`src/rtl/aes_key_pkg.sv`:
```
// Shared AES key-schedule types and constants.
// Used by the reverse AES-128 key schedule generator.
package aes_key_pkg;

  localparam int unsigned WORD_W = 32;
  localparam int unsigned KEY_W  = 128;

  typedef logic [WORD_W-1:0] aes_word_t;
  typedef logic [KEY_W-1:0]  aes_key128_t;

  typedef enum logic [0:0] {
    ST_IDLE = 1'b0,
    ST_EMIT = 1'b1
  } key_unexp_state_e;

  localparam logic [7:0] RCON [1:10] = '{
    8'h01, 8'h02, 8'h04, 8'h08, 8'h10, 8'h20, 8'h40, 8'h80, 8'h1b, 8'h36
  };

  // Rcon lookup by round index; indices outside 1..10 return zero.
  function automatic logic [7:0] rcon_of(input logic [3:0] r);
    logic [7:0] v;
    v = 8'h00;
    for (int i = 1; i <= 10; i++) begin
      if (r == 4'(i)) v = RCON[i];
    end
    return v;
  endfunction

endpackage

```
`src/rtl/aes_sbox.sv`:
```
// Forward AES S-box: multiplicative inverse in GF(2^8) followed by the affine map.
module aes_sbox (
  input  logic [7:0] a,
  output logic [7:0] s
);

  function automatic logic [7:0] gf_mul(input logic [7:0] x, input logic [7:0] y);
    logic [7:0] p;
    logic [7:0] xx;
    p  = 8'h00;
    xx = x;
    for (int i = 0; i < 8; i++) begin
      if (y[i]) p = p ^ xx;
      xx = {xx[6:0], 1'b0} ^ (xx[7] ? 8'h1b : 8'h00);
    end
    return p;
  endfunction

  // x^254 == x^-1 for nonzero x, and maps 0 to 0.
  function automatic logic [7:0] gf_inv(input logic [7:0] x);
    logic [7:0] p;
    logic [7:0] r;
    p = x;
    r = 8'h01;
    for (int i = 1; i < 8; i++) begin
      p = gf_mul(p, p);
      r = gf_mul(r, p);
    end
    return r;
  endfunction

  logic [7:0] b;

  always_comb begin
    b = gf_inv(a);
    s = b ^ {b[6:0], b[7]} ^ {b[5:0], b[7:6]} ^ {b[4:0], b[7:5]} ^ {b[3:0], b[7:4]} ^ 8'h63;
  end

endmodule

```
`src/rtl/aes_key_unexpand_128.sv`:
```
// Reverse AES-128 key schedule: loads round key 10 and emits round keys 10..0
// one per accepted valid/ready beat, for the inverse cipher.
module aes_key_unexpand_128
  import aes_key_pkg::*;
#(
  parameter int unsigned NR = 10
) (
  input  logic         clk,
  input  logic         rst,
  input  logic         ld,
  input  logic [127:0] key_last,
  output logic [127:0] key_out,
  output logic [3:0]   key_round,
  output logic         out_valid,
  input  logic         out_ready,
  output logic         busy,
  output logic         done
);

  key_unexp_state_e state_q, state_d;
  aes_key128_t      key_q, key_d;
  logic [3:0]       round_q, round_d;
  logic             valid_q, valid_d;
  logic             busy_q, busy_d;
  logic             done_q, done_d;

  aes_word_t w4, w5, w6, w7;
  aes_word_t p0, p1, p2, p3;
  aes_word_t rot_w, sub_w;
  aes_key128_t prev_key;
  logic accept;

  // Reverse step: round r key (w4..w7) -> round r-1 key (p0..p3).
  assign w4 = key_q[127:96];
  assign w5 = key_q[95:64];
  assign w6 = key_q[63:32];
  assign w7 = key_q[31:0];

  assign p3    = w7 ^ w6;
  assign p2    = w6 ^ w5;
  assign p1    = w5 ^ w4;
  assign rot_w = {p3[23:0], p3[31:24]};

  for (genvar g = 0; g < 4; g++) begin : g_sbox
    aes_sbox u_sbox (
      .a(rot_w[8*g +: 8]),
      .s(sub_w[8*g +: 8])
    );
  end

  assign p0       = w4 ^ sub_w ^ {rcon_of(round_q), 24'h000000};
  assign prev_key = {p0, p1, p2, p3};
  assign accept   = valid_q & out_ready;

  always_ff @(posedge clk) begin
    if (!rst) begin
      state_q <= ST_IDLE;
      key_q   <= '0;
      round_q <= '0;
      valid_q <= 1'b0;
      busy_q  <= 1'b0;
      done_q  <= 1'b0;
    end else begin
      state_q <= state_d;
      key_q   <= key_d;
      round_q <= round_d;
      valid_q <= valid_d;
      busy_q  <= busy_d;
      done_q  <= done_d;
    end
  end

  // Load has priority over any beat accept, including the final one.
  always_comb begin
    state_d = state_q;
    key_d   = key_q;
    round_d = round_q;
    valid_d = valid_q;
    busy_d  = busy_q;
    done_d  = 1'b0;
    if (ld) begin
      state_d = ST_EMIT;
      key_d   = key_last;
      round_d = 4'(NR);
      valid_d = 1'b1;
      busy_d  = 1'b1;
    end else if (state_q == ST_EMIT && accept) begin
      if (round_q != 4'd0) begin
        key_d   = prev_key;
        round_d = round_q - 4'd1;
      end else begin
        state_d = ST_IDLE;
        valid_d = 1'b0;
        busy_d  = 1'b0;
        done_d  = 1'b1;
      end
    end
  end

  assign key_out   = key_q;
  assign key_round = round_q;
  assign out_valid = valid_q;
  assign busy      = busy_q;
  assign done      = done_q;

endmodule

```
`config.mk`:
```
export PLATFORM = sky130hd
export DESIGN_NAME = aes_key_unexpand_128
export DESIGN_NICKNAME = d
export VERILOG_FILES = /design/src/rtl/aes_key_pkg.sv /design/src/rtl/aes_sbox.sv /design/src/rtl/aes_key_unexpand_128.sv
export SDC_FILE = /design/constraint.sdc
export NUM_CORES = 2
export LEC_CHECK = 0
export CAP_MARGIN = 20
export CELL_PAD_IN_SITES_DETAIL_PLACEMENT = 1
export CELL_PAD_IN_SITES_GLOBAL_PLACEMENT = 1
export CORE_MARGIN = 2
export CORE_UTILIZATION = 40
export CTS_CLUSTER_SIZE = 10
export DETAILED_ROUTE_END_ITERATION = 10
export PLACE_DENSITY_LB_ADDON = 0.1
export SYNTH_ARGS = -nofsm -noshare
export SYNTH_HDL_FRONTEND = slang
export SYNTH_SLANG_ARGS = --single-unit
```
`constraint.sdc`:
```
create_clock -name clk -period 44.6 [get_ports clk]
set_clock_uncertainty 0.2 [all_clocks]
set_input_delay 8.92 -clock clk [delete_from_list [all_inputs] [get_ports clk]]
set_output_delay 8.92 -clock clk [all_outputs]
set_load 0.005 [all_outputs]
```
==> key figures <==
Detailed routing
  – Detail Route Antenna Nets: 0
  – DRT Pass-1 Iters: 9
  – DRC viols: 0
  – Post-Route WL: approximately 230 mm
  – Routed WL per cell: 21.6 um
  – Total number of vias: 59500
  – First DRT Iteration DRCs: between 3000 and 4000
  – Via density: 5.71

Placement
  – Port bufs: around 270
  – RePlAce Congestion: 0.904
  – Dpl hpwl: approximately 170 mm

Clocking
  – # resized after CTS: 0
  – CTS tree: yes
  – Worst-Skew Late Latency: 0.55 ns
  – Num Clock Sinks: between 100 and 150
  – CTS root buffer: clkbuf_16
  – # H-tree levels: 4
  – Worst-path clk slew: 0.09 ns
  – Setup Buffers After CTS: 0
  – Hold Buf Count CTS: 0
  – TritonCTS Buffers: 17
  – CTS max path bufs: 2

Final layout
  – Area occupied by multi-input gates: 55300 um2
  – Area grow syn2layout: 10.4%
  – Reg area: 2680 um2
  – Nets: 8545
  – Layout fillers: 18900
  – Share of cells above drive strength 1: 0.0682

STA
  – Fin crit period: between 20 and 25 ns
  – Hold Worst Slack: between 0.4 and 0.5 ns
  – Final slew viol count: 0
  – Final setup vio count: 0
  – Fmax achieved: about 47 MHz
  – Max-slew headroom: 0.263
  – Final hold vios: 0
  – Setup Total Neg Slack: 0 ns
  – Final clock period utilization by the worst path: 0.481
  – RSZ-0062 raised after global routing: no
  – Tightest Pin Transition: around 1.1 ns

Global route
  – Largest net degree at the start of global routing: 117
  – All-Layer GR Usage: 0.286
  – Vias in the first global route: 59600
  – Initial antenna violation count: 10
  – First-pass GRT wire length: 353 mm
  – Grt ovf: 0

Worst setup path
  – Worst EP arrival: 21.64 ns
  – CP max FO: 27
  – Top cell by count, worst path: xnor2_1
  – Worst path required time: 44.81 ns
  – CP endpoint kind: flip-flop
  – Crit path launch type: flip-flop
  – Crit path max-delay cell type: clkinv_1
  – Slowest stage delay, CP: 0.78 ns
  – Worst Setup Path Type: reg -> reg

Min path
  – Hold Path Class: reg -> reg

Floorplan
  – # IOs: 267
  – Die H: slightly below 400 um
  – Die width: 392 um
  – Die Area: 154000 um2
  – Core box area: 150000 um2
  – Initial Utilization: 0.402
  – Row count: 142

Synthesis
  – FFs w/ async S/R, synth: 0
  – Mapped Cells: 8352
  – Sequential fraction of the synthesis area: 0.0446
  – Synth Area per Inst: roughly 7.2 um2
  – Synthesized Nets: between 8000 and 9000
  – Post-synth EDFFs: 0
  – Synth unique cells: 105
  – #FFs+latches synth: 134
  – Syn Std Cell Area: 60200 um2
  – Synth warn: 0
  – Most used DFF post-synth: dfxtp_1

Run
  – Max-cap violations: 0

Status
  – Status: finished, final reports clean
## final cells by class
cell class              instances  share of cell area
repair buffers                566              0.0744
clock inverters                13             0.00215
clock buffers                  19             0.00681
flip-flops and latches        134              0.0404
multi-input cells            7566               0.832
well taps                    2016              0.0380
diodes                          1           0.0000377
inverters                     109             0.00616
## cells in the final DEF, fill, tap and decap left out, types with 201 or more instances in the layout
cell	Yosys	layout
a21oi_1	408	408
buf_4	9	298
clkdlybuf4s50_1	0	264
nand2_1	989	989
nor2_1	1183	1182
nor3_1	201	201
o21ai_0	457	457
xnor2_1	1671	1630
xnor3_1	299	298
xor2_1	565	551
## metal layers
layer	part of all wire	GRT usage	wire length [um]	vias up
met3	0.054	0.0399	12200	223
met4	0.020	0.0651	4530	12
li1	-	-	-	28400
met1	0.46	0.392	105000	29500
met2	0.46	0.474	104000	1382
met5	0.00035	0	79	-
## cells in the mapped netlist, drive strengths merged (26+ instances only)
cell type  count  area (um2)
a221oi        28         251
nand4         26         163
nor4          26         175
o21a          27         203
a22oi         55         423
or3           43         269
a32oi         27         244
nor2b         54         338
and2         174        1090
nand2        989        3710
and3          38         238
o211ai        52         390
nand3        168         841
o21ai        481        2410
dfxtp        134        2680
clkbuf       393        1480
xor3          39         933
a21oi        408        2040
xor2         588        5350
o221ai        34         298
a31oi         67         419
mux2          43         484
xnor2       1720       15500
buf          150         744
inv          100         375
nor3         202        1020
mux2i        179        1790
nand2b        62         388
xnor3        315        7110
a211oi        76         581
nor2        1185        4450
o22ai        112         701
## registers in the layout (all words and copies together) (netlist names)
signal     cells
busy           1
key_out      128
key_round      4
done           1
## cells by family after synthesis
kind of cell / count (synthesis) / share of synthesized area
XOR/XNOR: 2662 / 0.480
adder cells (fa/ha/maj): 22 / 0.00445
flip-flops: 134 / 0.0446
AO/OA/AOI/OAI: 1626 / 0.170
buffers and inverters: 652 / 0.0437
multiplexers: 223 / 0.0382
AND/OR/NAND/NOR: 3033 / 0.219
## final timing paths
check	cells past startpoint	end	slack [ns]	start
worst min register to register	2	key_round[2]	0.47	busy
worst max register to register	61	key_out[127]	23.16	key_out[48]
worst min-delay path	2	key_round[2]	0.47	busy
worst max-delay path	61	key_out[127]	23.16	key_out[48]
## metrics by stage
step | cell area (um2) | util | instances | setup slack (ns)
6_report | 66500 | 0.444 | 10400 | 23.16
3_5_place_dp | 65800 | 0.440 | 10400 | 23.27
2_1_floorplan | 60200 | - | 8352 | 27.07
3_3_place_gp | 65800 | 0.440 | 10400 | 23.93
4_1_cts | 66300 | 0.444 | 10400 | 23.11
5_1_grt | 66500 | 0.444 | 10400 | 21.51
## critical path: cells and delay by family, from the launching register on
| family | cells | cell delay, ns |
|---|---|---|
| flip-flops | 1 | 0.38 |
| XOR/XNOR | 24 | 9.21 |
| buffers and inverters | 5 | 1.98 |
| AND/OR/NAND/NOR | 12 | 3.94 |
| adder cells (fa/ha/maj) | 3 | 1.45 |
| AO/OA/AOI/OAI | 13 | 2.99 |
| multiplexers | 4 | 1.10 |
Power is left out: the tool's default activity adds up to more than one toggle a clock period on the data nets, which glitch-free logic cannot reach.
